<file path="src/rtl/mips_pkg.sv">
// -----------------------------------------------------------------------------
// mips_pkg
// Shared constants and types for the MIPS pipeline execute front end.
//   - Default datapath / register-specifier widths
//   - ALU operation encodings (3-bit aluControl)
//   - fwd_sel_t : operand source selected by the forwarding unit
//   - REG_ZERO  : the hard-wired zero register specifier
// -----------------------------------------------------------------------------
package mips_pkg;

   localparam int DEF_REG_ADDR_W = 5;
   localparam int DEF_DATA_W     = 32;
   localparam int ALU_OP_W       = 3;

   typedef logic [ALU_OP_W-1:0] alu_op_t;

   localparam alu_op_t ALU_AND = 3'b000;
   localparam alu_op_t ALU_OR  = 3'b001;
   localparam alu_op_t ALU_ADD = 3'b010;
   localparam alu_op_t ALU_SUB = 3'b110;
   localparam alu_op_t ALU_SLT = 3'b111;

   localparam logic [DEF_REG_ADDR_W-1:0] REG_ZERO = '0;

   // Where an EX operand comes from: the registered register-file value,
   // the WB-stage result, or the MEM-stage ALU result.
   typedef enum logic [1:0] {
      FWD_RF  = 2'd0,
      FWD_WB  = 2'd1,
      FWD_MEM = 2'd2
   } fwd_sel_t;

endpackage

</file>
<file path="src/rtl/ex_operand_stage_if.sv">
// -----------------------------------------------------------------------------
// ex_operand_stage_if
// Bundle of every non-clock signal of the execute operand stage.
//   Decode side  : validD, rd1D/rd2D, signImmD, rsD/rtD/rdD, aluControlD and
//                  the control bits aluSrcD, regDstD, regWriteD, memWriteD,
//                  memToRegD, branchD
//   Pipeline ctl : stallE (hold), flushE (bubble)
//   Forward ports: aluOutM/writeRegM/regWriteM, resultW/writeRegW/regWriteW
//   ALU side     : srcA, srcB, aluControl, writeDataE, writeRegE and the
//                  registered control regWriteE, memWriteE, memToRegE,
//                  branchE, validE; stallD back to fetch/decode
// modport slave  : the operand stage itself
// modport master : whatever drives decode/forwarding and consumes the ALU side
// -----------------------------------------------------------------------------
interface ex_operand_stage_if #(
   parameter int REG_ADDR_W = 5,
   parameter int DATA_W     = 32
);
   // decode stage
   logic                  validD;
   logic [DATA_W-1:0]     rd1D;
   logic [DATA_W-1:0]     rd2D;
   logic [DATA_W-1:0]     signImmD;
   logic [REG_ADDR_W-1:0] rsD;
   logic [REG_ADDR_W-1:0] rtD;
   logic [REG_ADDR_W-1:0] rdD;
   logic [2:0]            aluControlD;
   logic                  aluSrcD;
   logic                  regDstD;
   logic                  regWriteD;
   logic                  memWriteD;
   logic                  memToRegD;
   logic                  branchD;
   // pipeline control
   logic                  stallE;
   logic                  flushE;
   // forwarding sources
   logic [DATA_W-1:0]     aluOutM;
   logic [REG_ADDR_W-1:0] writeRegM;
   logic                  regWriteM;
   logic [DATA_W-1:0]     resultW;
   logic [REG_ADDR_W-1:0] writeRegW;
   logic                  regWriteW;
   // execute outputs
   logic [DATA_W-1:0]     srcA;
   logic [DATA_W-1:0]     srcB;
   logic [2:0]            aluControl;
   logic [DATA_W-1:0]     writeDataE;
   logic [REG_ADDR_W-1:0] writeRegE;
   logic                  regWriteE;
   logic                  memWriteE;
   logic                  memToRegE;
   logic                  branchE;
   logic                  validE;
   logic                  stallD;

   modport slave (
      input  validD, rd1D, rd2D, signImmD, rsD, rtD, rdD, aluControlD,
             aluSrcD, regDstD, regWriteD, memWriteD, memToRegD, branchD,
             stallE, flushE,
             aluOutM, writeRegM, regWriteM, resultW, writeRegW, regWriteW,
      output srcA, srcB, aluControl, writeDataE, writeRegE,
             regWriteE, memWriteE, memToRegE, branchE, validE, stallD
   );

   modport master (
      output validD, rd1D, rd2D, signImmD, rsD, rtD, rdD, aluControlD,
             aluSrcD, regDstD, regWriteD, memWriteD, memToRegD, branchD,
             stallE, flushE,
             aluOutM, writeRegM, regWriteM, resultW, writeRegW, regWriteW,
      input  srcA, srcB, aluControl, writeDataE, writeRegE,
             regWriteE, memWriteE, memToRegE, branchE, validE, stallD
   );

endinterface

</file>
<file path="src/rtl/ex_forward_unit.sv">
// -----------------------------------------------------------------------------
// ex_forward_unit
// Combinational forwarding selection for the two EX operands.
//   rsE, rtE                : source specifiers held in the EX registers
//   writeRegM, regWriteM    : MEM-stage write port
//   writeRegW, regWriteW    : WB-stage write port
//   forwardA, forwardB      : source select for rs (A) and rt (B)
// MEM wins over WB because it carries the younger result. Register $0 is
// never forwarded, so a write "to $0" can't corrupt a read of $0.
// -----------------------------------------------------------------------------
module ex_forward_unit
   import mips_pkg::*;
#(
   parameter int REG_ADDR_W = DEF_REG_ADDR_W
) (
   input  logic [REG_ADDR_W-1:0] rsE,
   input  logic [REG_ADDR_W-1:0] rtE,
   input  logic [REG_ADDR_W-1:0] writeRegM,
   input  logic                  regWriteM,
   input  logic [REG_ADDR_W-1:0] writeRegW,
   input  logic                  regWriteW,
   output fwd_sel_t              forwardA,
   output fwd_sel_t              forwardB
);

   logic [REG_ADDR_W-1:0] srcReg [2];
   logic [1:0]            useMem;
   logic [1:0]            useWb;

   assign srcReg[0] = rsE;
   assign srcReg[1] = rtE;

   genvar gi;
   generate
      for (gi = 0; gi < 2; gi++) begin : g_operand
         assign useMem[gi] = regWriteM && (writeRegM != '0) && (writeRegM == srcReg[gi]);
         assign useWb[gi]  = regWriteW && (writeRegW != '0) && (writeRegW == srcReg[gi]);
      end
   endgenerate

   assign forwardA = useMem[0] ? FWD_MEM : (useWb[0] ? FWD_WB : FWD_RF);
   assign forwardB = useMem[1] ? FWD_MEM : (useWb[1] ? FWD_WB : FWD_RF);

endmodule

</file>
<file path="src/rtl/ex_operand_stage.sv">
// -----------------------------------------------------------------------------
// ex_operand_stage
// ID/EX pipeline register plus operand forwarding and load-use detection.
//   clk   : rising-edge clock
//   reset : synchronous, active-high
//   bus   : ex_operand_stage_if.slave (decode inputs, stallE/flushE,
//           MEM/WB forwarding ports, ALU-facing outputs, stallD)
// Register update priority per edge: reset > bubble (flushE|stallD) >
// hold (stallE) > load. A bubble clears all control to 0, aluControl to ADD
// and all data/specifier registers to 0.
// srcA/srcB/writeDataE/stallD are combinational from the EX registers and the
// M/W inputs.
// -----------------------------------------------------------------------------
module ex_operand_stage
   import mips_pkg::*;
#(
   parameter int REG_ADDR_W = DEF_REG_ADDR_W,
   parameter int DATA_W     = DEF_DATA_W
) (
   input logic                clk,
   input logic                reset,
   ex_operand_stage_if.slave  bus
);

   // EX-stage registers
   logic                  validE;
   logic [DATA_W-1:0]     rd1E;
   logic [DATA_W-1:0]     rd2E;
   logic [DATA_W-1:0]     signImmE;
   logic [REG_ADDR_W-1:0] rsE;
   logic [REG_ADDR_W-1:0] rtE;
   logic [REG_ADDR_W-1:0] writeRegE;
   alu_op_t               aluControlE;
   logic                  aluSrcE;
   logic                  regWriteE;
   logic                  memWriteE;
   logic                  memToRegE;
   logic                  branchE;

   logic [REG_ADDR_W-1:0] writeRegD;
   logic                  stallD;
   logic                  bubble;
   fwd_sel_t              forwardA;
   fwd_sel_t              forwardB;
   logic [DATA_W-1:0]     srcAFwd;
   logic [DATA_W-1:0]     srcBFwd;

   // Destination is resolved before the register so rdD itself needn't be kept.
   assign writeRegD = bus.regDstD ? bus.rdD : bus.rtD;

   // A load in EX whose target is read by the instruction in decode: the data
   // isn't available until WB, so decode must wait one cycle. Gated by reset so
   // the request drops in the very cycle reset is raised.
   assign stallD = !reset && validE && memToRegE && (rtE != '0) && bus.validD
                   && ((rtE == bus.rsD) || (rtE == bus.rtD));

   // Bubble wins over stallE so a load-use stall can't deadlock against
   // downstream back-pressure.
   assign bubble = bus.flushE | stallD;

   always_ff @(posedge clk) begin
      if (reset || bubble) begin
         validE      <= 1'b0;
         rd1E        <= '0;
         rd2E        <= '0;
         signImmE    <= '0;
         rsE         <= '0;
         rtE         <= '0;
         writeRegE   <= '0;
         aluControlE <= ALU_ADD;
         aluSrcE     <= 1'b0;
         regWriteE   <= 1'b0;
         memWriteE   <= 1'b0;
         memToRegE   <= 1'b0;
         branchE     <= 1'b0;
      end else if (!bus.stallE) begin
         validE      <= bus.validD;
         rd1E        <= bus.rd1D;
         rd2E        <= bus.rd2D;
         signImmE    <= bus.signImmD;
         rsE         <= bus.rsD;
         rtE         <= bus.rtD;
         writeRegE   <= writeRegD;
         aluControlE <= bus.aluControlD;
         aluSrcE     <= bus.aluSrcD;
         regWriteE   <= bus.regWriteD;
         memWriteE   <= bus.memWriteD;
         memToRegE   <= bus.memToRegD;
         branchE     <= bus.branchD;
      end
   end

   ex_forward_unit #(
      .REG_ADDR_W (REG_ADDR_W)
   ) u_forward (
      .rsE       (rsE),
      .rtE       (rtE),
      .writeRegM (bus.writeRegM),
      .regWriteM (bus.regWriteM),
      .writeRegW (bus.writeRegW),
      .regWriteW (bus.regWriteW),
      .forwardA  (forwardA),
      .forwardB  (forwardB)
   );

   always_comb begin
      srcAFwd = rd1E;
      case (forwardA)
         FWD_MEM: srcAFwd = bus.aluOutM;
         FWD_WB:  srcAFwd = bus.resultW;
         default: srcAFwd = rd1E;
      endcase
   end

   always_comb begin
      srcBFwd = rd2E;
      case (forwardB)
         FWD_MEM: srcBFwd = bus.aluOutM;
         FWD_WB:  srcBFwd = bus.resultW;
         default: srcBFwd = rd2E;
      endcase
   end

   assign bus.srcA       = srcAFwd;
   assign bus.writeDataE = srcBFwd;
   assign bus.srcB       = aluSrcE ? signImmE : srcBFwd;
   assign bus.aluControl = aluControlE;
   assign bus.writeRegE  = writeRegE;
   assign bus.regWriteE  = regWriteE;
   assign bus.memWriteE  = memWriteE;
   assign bus.memToRegE  = memToRegE;
   assign bus.branchE    = branchE;
   assign bus.validE     = validE;
   assign bus.stallD     = stallD;

endmodule
</file>
<file path="src/flat_wrapper.sv">
// flat-port wrapper written by rule: the top's interface ports become plain ports
module ex_operand_stage_flat import mips_pkg::*;
#(
   parameter int REG_ADDR_W = DEF_REG_ADDR_W,
   parameter int DATA_W     = DEF_DATA_W
)
  (clk, reset, bus_validD, bus_rd1D, bus_rd2D, bus_signImmD, bus_rsD, bus_rtD, bus_rdD, bus_aluControlD, bus_aluSrcD, bus_regDstD, bus_regWriteD, bus_memWriteD, bus_memToRegD, bus_branchD, bus_stallE, bus_flushE, bus_aluOutM, bus_writeRegM, bus_regWriteM, bus_resultW, bus_writeRegW, bus_regWriteW, bus_srcA, bus_srcB, bus_aluControl, bus_writeDataE, bus_writeRegE, bus_regWriteE, bus_memWriteE, bus_memToRegE, bus_branchE, bus_validE, bus_stallD);
  ex_operand_stage_if #(.REG_ADDR_W(REG_ADDR_W), .DATA_W(DATA_W)) bus_i ();
  input logic clk;
  input logic reset;
  input wire logic [$bits(bus_i.validD)-1:0] bus_validD;
  input wire logic [$bits(bus_i.rd1D)-1:0] bus_rd1D;
  input wire logic [$bits(bus_i.rd2D)-1:0] bus_rd2D;
  input wire logic [$bits(bus_i.signImmD)-1:0] bus_signImmD;
  input wire logic [$bits(bus_i.rsD)-1:0] bus_rsD;
  input wire logic [$bits(bus_i.rtD)-1:0] bus_rtD;
  input wire logic [$bits(bus_i.rdD)-1:0] bus_rdD;
  input wire logic [$bits(bus_i.aluControlD)-1:0] bus_aluControlD;
  input wire logic [$bits(bus_i.aluSrcD)-1:0] bus_aluSrcD;
  input wire logic [$bits(bus_i.regDstD)-1:0] bus_regDstD;
  input wire logic [$bits(bus_i.regWriteD)-1:0] bus_regWriteD;
  input wire logic [$bits(bus_i.memWriteD)-1:0] bus_memWriteD;
  input wire logic [$bits(bus_i.memToRegD)-1:0] bus_memToRegD;
  input wire logic [$bits(bus_i.branchD)-1:0] bus_branchD;
  input wire logic [$bits(bus_i.stallE)-1:0] bus_stallE;
  input wire logic [$bits(bus_i.flushE)-1:0] bus_flushE;
  input wire logic [$bits(bus_i.aluOutM)-1:0] bus_aluOutM;
  input wire logic [$bits(bus_i.writeRegM)-1:0] bus_writeRegM;
  input wire logic [$bits(bus_i.regWriteM)-1:0] bus_regWriteM;
  input wire logic [$bits(bus_i.resultW)-1:0] bus_resultW;
  input wire logic [$bits(bus_i.writeRegW)-1:0] bus_writeRegW;
  input wire logic [$bits(bus_i.regWriteW)-1:0] bus_regWriteW;
  output wire logic [$bits(bus_i.srcA)-1:0] bus_srcA;
  output wire logic [$bits(bus_i.srcB)-1:0] bus_srcB;
  output wire logic [$bits(bus_i.aluControl)-1:0] bus_aluControl;
  output wire logic [$bits(bus_i.writeDataE)-1:0] bus_writeDataE;
  output wire logic [$bits(bus_i.writeRegE)-1:0] bus_writeRegE;
  output wire logic [$bits(bus_i.regWriteE)-1:0] bus_regWriteE;
  output wire logic [$bits(bus_i.memWriteE)-1:0] bus_memWriteE;
  output wire logic [$bits(bus_i.memToRegE)-1:0] bus_memToRegE;
  output wire logic [$bits(bus_i.branchE)-1:0] bus_branchE;
  output wire logic [$bits(bus_i.validE)-1:0] bus_validE;
  output wire logic [$bits(bus_i.stallD)-1:0] bus_stallD;
  assign bus_i.validD = bus_validD;
  assign bus_i.rd1D = bus_rd1D;
  assign bus_i.rd2D = bus_rd2D;
  assign bus_i.signImmD = bus_signImmD;
  assign bus_i.rsD = bus_rsD;
  assign bus_i.rtD = bus_rtD;
  assign bus_i.rdD = bus_rdD;
  assign bus_i.aluControlD = bus_aluControlD;
  assign bus_i.aluSrcD = bus_aluSrcD;
  assign bus_i.regDstD = bus_regDstD;
  assign bus_i.regWriteD = bus_regWriteD;
  assign bus_i.memWriteD = bus_memWriteD;
  assign bus_i.memToRegD = bus_memToRegD;
  assign bus_i.branchD = bus_branchD;
  assign bus_i.stallE = bus_stallE;
  assign bus_i.flushE = bus_flushE;
  assign bus_i.aluOutM = bus_aluOutM;
  assign bus_i.writeRegM = bus_writeRegM;
  assign bus_i.regWriteM = bus_regWriteM;
  assign bus_i.resultW = bus_resultW;
  assign bus_i.writeRegW = bus_writeRegW;
  assign bus_i.regWriteW = bus_regWriteW;
  assign bus_srcA = bus_i.srcA;
  assign bus_srcB = bus_i.srcB;
  assign bus_aluControl = bus_i.aluControl;
  assign bus_writeDataE = bus_i.writeDataE;
  assign bus_writeRegE = bus_i.writeRegE;
  assign bus_regWriteE = bus_i.regWriteE;
  assign bus_memWriteE = bus_i.memWriteE;
  assign bus_memToRegE = bus_i.memToRegE;
  assign bus_branchE = bus_i.branchE;
  assign bus_validE = bus_i.validE;
  assign bus_stallD = bus_i.stallD;
  ex_operand_stage #(.REG_ADDR_W(REG_ADDR_W), .DATA_W(DATA_W)) u_core (.clk(clk), .reset(reset), .bus(bus_i));
endmodule
</file>
<file path="config.mk">
export PLATFORM = sky130hd
export DESIGN_NAME = ex_operand_stage_flat
export DESIGN_NICKNAME = d
export VERILOG_FILES = /design/src/rtl/mips_pkg.sv /design/src/rtl/ex_operand_stage_if.sv /design/src/rtl/ex_forward_unit.sv /design/src/rtl/ex_operand_stage.sv /design/src/flat_wrapper.sv
export SDC_FILE = /design/constraint.sdc
export NUM_CORES = 1
export LEC_CHECK = 0
export ABC_AREA = 1
export BUFFER_PORTS_ARGS = -buffer_cell sky130_fd_sc_hd__buf_2
export CELL_PAD_IN_SITES_DETAIL_PLACEMENT = 0
export CELL_PAD_IN_SITES_GLOBAL_PLACEMENT = 1
export CORE_UTILIZATION = 36
export CTS_CLUSTER_SIZE = 28
export DETAILED_ROUTE_END_ITERATION = 12
export GPL_TIMING_DRIVEN = 0
export HOLD_SLACK_MARGIN = 0.08
export PLACE_DENSITY_LB_ADDON = 0.1
export SKIP_CTS_REPAIR_TIMING = 1
export SLEW_MARGIN = 20
export SYNTH_ARGS = -nofsm -noshare
export SYNTH_HDL_FRONTEND = slang
export SYNTH_SLANG_ARGS = --single-unit
export TNS_END_PERCENT = 20
</file>
<file path="constraint.sdc">
create_clock -name clk -period 2.25 [get_ports clk]
set_input_delay 0.1125 -clock clk [delete_from_list [all_inputs] [get_ports clk]]
set_output_delay 0.1125 -clock clk [all_outputs]
set_load 0.01 [all_outputs]
</file>
---- After elaboration in Yosys (flattened, before gate mapping) ----
Cells that the tools add are included.
word-level totals
  bits in read-only memories .............. 0
  flip-flop bits (word level) ............. 120
  output and inout port bits .............. 110
  memories ................................ 0
  RAM bits ................................ 0
  bits in latches ......................... 0
cells by class
  divide/modulo/power cells ............... 0
  multipliers ............................. 0
  add/sub/neg operators ................... 0
  bitwise operators ....................... 1
  muxes and demuxes ....................... 8
  reduce and logical (&&, ||, !) cells .... 17
  order comparisons ....................... 0
  shift-type cells ........................ 0
  eq/ne operators ......................... 10
operators with widths
  kind                                                                   count
  32-bit one-hot mux with 2 select lines                                 2
  32-bit two-way mux                                                     1
  5-bit equality test                                                    6
  5-bit nonzero test                                                     3
  1-bit logical AND                                                      11
  5-bit two-way mux                                                      1
  2-bit by 1-bit equality test with 1-bit output, second input constant  2
  2-bit equality test, second input constant                             2
  2-bit two-way mux                                                      2
  1-bit logical OR                                                       2
  1-bit two-way mux                                                      2
  1-bit zero test                                                        1
  1-bit OR                                                               1

---- Logic depth before layout (Yosys ltp) ----
  depth in word-level cells ............... 8
  gate-level depth with buffers ........... 12
  mapped depth without buffers ............ 10

---- Modules after synthesis ----
Synthesis repeated with hierarchy kept, for this count alone.
second synthesis, totals
  cell total of the unflattened synthesis .. 939
  area, all modules ....................... 6576.3 µm²
modules (own cells, without submodules)
  module            area each (µm²)  instances  sequential area each (µm²)  cells an instance
  ex_operand_stage  6214.7           1          2402.3                      860
  ex_forward_unit   361.6            1          0.0                         79

---- Worst setup path after synthesis ----
OpenSTA, ideal clock, no wires.
  path type ............................... register -> output
  start point ............................. register u_core.rtE[0]
  end point ............................... output bus_srcB[3]
  buffers on the path ..................... 2
  setup slack ............................. 0.703 ns
  data arrival time ....................... 1.435 ns
  required time ........................... 2.138 ns
  stages on the path, launching flop included .. 11
  cells stage by stage .................... dfxtp_1 buf_6 xnor2_2 nand2_2 nor2_2 nand3_4 buf_6 nand3_1 nand3_1 nand2_1 nand2_1
on the way
  longest elaborated chain between the ends .. 7
ends and longest elaborated chain
  what                                                                                          RTL line                 text
  start: declaration                                                                            ex_operand_stage.sv:31   logic [REG_ADDR_W-1:0] rtE;
  start signal: assignment                                                                      ex_operand_stage.sv:82   rtE <= bus.rtD;
  5-bit equality test                                                                           ex_forward_unit.sv:37    assign useWb[gi] = regWriteW && (writeRegW != '0) && (writeRegW == srcReg[gi]);
  1-bit logical AND                                                                             ex_forward_unit.sv:37
  1-bit two-way mux                                                                             ex_forward_unit.sv:42    assign forwardB = useMem[1] ? FWD_MEM : (useWb[1] ? FWD_WB : FWD_RF);
  2-bit two-way mux *                                                                           ex_forward_unit.sv:42
  2-bit by 1-bit equality test with 1-bit output / 2-bit equality test (equally long branches)  ex_operand_stage.sv:117  case (forwardB)
  32-bit one-hot mux with 2 select lines *                                                      ex_operand_stage.sv:117
  named net bus_writeDataE[3]                                                                   flat_wrapper.sv:36       output wire logic [$bits(bus_i.writeDataE)-1:0] bus_writeDataE;
  32-bit two-way mux *                                                                          ex_operand_stage.sv:126  assign bus.srcB = aluSrcE ? signImmE : srcBFwd;
  end: declaration                                                                              flat_wrapper.sv:34       output wire logic [$bits(bus_i.srcB)-1:0] bus_srcB;
The timed path passes the listed nets; every way through them passes the cells marked *.

---- Final worst setup path ----
  start point ............................. register u_core.rtE[0]
  end point ............................... output bus_srcB[3]
on the way
  longest elaborated chain between the ends .. 7
ends and longest elaborated chain
  what                                                                                          RTL line
  5-bit equality test                                                                           ex_forward_unit.sv:37
  1-bit logical AND                                                                             ex_forward_unit.sv:37
  1-bit two-way mux                                                                             ex_forward_unit.sv:42
  2-bit two-way mux *                                                                           ex_forward_unit.sv:42
  2-bit by 1-bit equality test with 1-bit output / 2-bit equality test (equally long branches)  ex_operand_stage.sv:117
  32-bit one-hot mux with 2 select lines *                                                      ex_operand_stage.sv:117
  32-bit two-way mux *                                                                          ex_operand_stage.sv:126
Mark *: on every way between the ends. The rest lies on a longest branch, timed or not.

==> flow_metrics.env <==
export IMPL_stdcell_count=1624
export IMPL_first_pass_iters=4
export IMPL_clkSlewWorstSetupHoldPaths_ps=60
export IMPL_worst_slew_pin_slew_ps=795
export IMPL_port_buffers=308
export IMPL_highest_layer="met4"
export IMPL_synth_top_area_share_pct=34.6
export IMPL_rows=50
export IMPL_fin_skew_ps=9.93
export IMPL_dp_slack_ps=247
export IMPL_start_kind="flop"
export IMPL_cp_arrival_ps=2170
export IMPL_route_detailed_vias_per_inst=4.77
export IMPL_endpoint_kind="output pin"
export IMPL_dp_hpwl_mm=21.6
export IMPL_critical_path_peak_fanout=8
export IMPL_wl_met1_mm=12.9
export IMPL_met3_wirelength_mm=1.58
export IMPL_synth_area_leader_cell="dfxtp_1"
export IMPL_grt_first_pass_wirelength_mm=39.4
export IMPL_areaGrowthSynthToFinish_pct=58.2
export IMPL_drt_wl_total_mm=27.9
export IMPL_clock_sinks=120
export IMPL_cts_tree="yes"
export IMPL_finalPower_uw=6190
export IMPL_yosysWarnings=0
export IMPL_ant_nets=0
export IMPL_synth_fp_nets=1112
export IMPL_die_x_um=141
export IMPL_crit_top_cell="nand2_1"
export IMPL_coreArea_um2=18800
export IMPL_grt_pass1_vias=6802
export IMPL_max_cap_viol_count=0
export IMPL_finalHoldViolCount=0
export IMPL_finalSetupTns_ps=-36.0
export IMPL_leakage_uw=0.00574
export IMPL_synth_seq_area_share_pct=34.6
export IMPL_worstSetupPathType="flop to output pin"
export IMPL_drc=0
export IMPL_htree_levels=4
export IMPL_relSlewSlack_pct=47.0
export IMPL_syn_area_um2=6940
export IMPL_r2r_setup_slack_ps=280
export IMPL_cts_root_buf="clkbuf_16"
export IMPL_place_inst=1453
export IMPL_ys_types=29
export IMPL_grt_max_degree=17
export IMPL_irDropWorstVdd_uv=513
export IMPL_grt_total_usage_pct=26.5
export IMPL_powerDensity_nw_per_um2=564
export IMPL_violations="setup timing"
export IMPL_crit_chain="buf_6 > inv_1 > nand2_1 > nand2_1 > nor2_2 > nand3_2 > nor2_4 > buf_12 > clkbuf_16 > nand3_1 > nand3_2 > nand2_1 > nand2_1 > buf_2"
export IMPL_start_util_pct=37.0
export IMPL_drt_iter0_markers=407
export IMPL_fin_nets=1578
export IMPL_drv_slew=0
export IMPL_min_period_ps=2280
export IMPL_vias=7740
export IMPL_drt_wirelength_per_cell_um=17.2
export IMPL_avgSynthCellArea_um2=7.62
export IMPL_hold_path_class="input port to flop"
export IMPL_wl_met2_mm=13.1
export IMPL_max_stage_delay_ps=320
export IMPL_place_congestion=0.899
export IMPL_status="complete, but fails checks"
export IMPL_required_ps=2140
export IMPL_cp_slowest_cell="dfxtp_1"
export IMPL_antenna_found_initial=1
export IMPL_clockBufferDepth=2
export IMPL_die_area_um2=19800
export IMPL_grt_setup_unrepaired="true"
export IMPL_synth_seq_cells=120
export IMPL_clock_latency_ps=430
export IMPL_fin_util_pct=58.5
export IMPL_setup_violations_final=2
export IMPL_die_h_um=141
export IMPL_grt_overflow=0
export IMPL_worst_slack_ps=-32.9
export IMPL_cts_inserted_buffers=17
export IMPL_final_layout_size_suffix_gt1_share_pct=36.0
export IMPL_synthCells=911
export IMPL_ios=311
export IMPL_synth_area_leaders="dfxtp_1, mux2i_1, nand3_1, nand2_1, nor2_1"
export IMPL_min_period_over_period_pct=101
export IMPL_max_freq_mhz=438
==> cells in the mapped netlist <==
library cell	n
nand3_1	164
nand2_1	197
nor3b_1	1
xor2_1	12
nand3_2	36
nand3b_1	2
inv_2	4
inv_1	19
buf_2	23
mux2i_1	113
xnor2_2	2
dfxtp_1	120
nor2_4	2
nand4_1	1
nand3_4	1
nor2_1	137
xor2_2	1
nor2_2	2
buf_4	7
clkbuf_1	15
buf_1	4
nor3_4	1
a21oi_1	8
nor3_1	3
buf_6	20
o21ai_0	5
nor2b_1	1
nand2_2	2
xnor2_1	8
==> worst paths after layout <==
path,from,endpoint,depth (start not counted)
setup / recovery,u_core.rtE[0],bus_srcB[3],14
hold / removal,bus_rdD[3],u_core.bus.writeRegE[3],5
setup reg to reg,u_core.rtE[4],u_core.bus.aluControl[1],8
hold reg to reg,u_core.bus.aluControl[0],u_core.bus.aluControl[0],2
==> metrics by stage <==
| stage | hold slack (ps) | area [µm²] |
|---|---|---|
| detailed placement | 351 | 8770 |
| floorplan | 237 | 6940 |
| global route | 106 | 11000 |
| CTS | -94.6 | 9370 |
| global placement | 346 | 8770 |
| finish | 52.5 | 11000 |
==> cell usage in the layout (no fill, tap or decap), types with 17 or more instances in the layout <==
master and instances:
nand3_2 49, dlygate4sd3_1 111, inv_1 17, buf_4 30, clkbuf_16 19, nor2_1 135, nand3_1 148, nand2_1 193
buf_2 318, buf_6 27, mux2i_1 113, dfxtp_1 116
==> critical path, delay by kind of cell (launching register included) <==
| family | cells | cell delay, ps |
|---|---|---|
| and+or+nand+nor | 9 | 790 |
| buffers and inverters | 5 | 610 |
| DFF | 1 | 320 |
==> cell families (layout without fill, tap and decap cells) <==
group	Yosys count	count (layout)	share of synthesized area, %
buf+inv	92	569	7.93
simple gates	550	551	37.0
mux	113	113	16.3
other cells	0	1	0
flops	120	120	34.6
xor+xnor	23	23	3.23
compound gates	13	13	0.938
==> state kept, by name (all words and copies together) (netlist names), 3 cells and up <==
signal	count
u_core.bus.aluControl	3
u_core.rd1E	32
u_core.rsE	5
u_core.bus.writeRegE	5
u_core.rd2E	32
u_core.signImmE	32
u_core.rtE	5
==> routing by layer <==
metal,vias up,track usage (%)
met1,3483,34.9
met2,276,41.9
li1,3956,-
met4,0,6.69
met3,25,8.15
met5,-,0
==> power breakdown <==
| part | internal [µW] | total (µW) | switching, µW |
|---|---|---|---|
| sequential | 2200 | 2240 | 42.4 |
| clock | 1700 | 2790 | 1090 |
| combinational | 575 | 1160 | 586 |
==> area by class of cell <==
cell class	count	area, µm²
antenna	1	2.50
buffer	69	522
clock buffer	19	453
clock inverter	12	141
fill	1842	7790
inverter	23	88.8
multi-input combinational	700	4140
sequential	120	2410
tap	234	293
timing repair buffer	446	2930
Note: power is estimated with default switching activity, not from simulation.
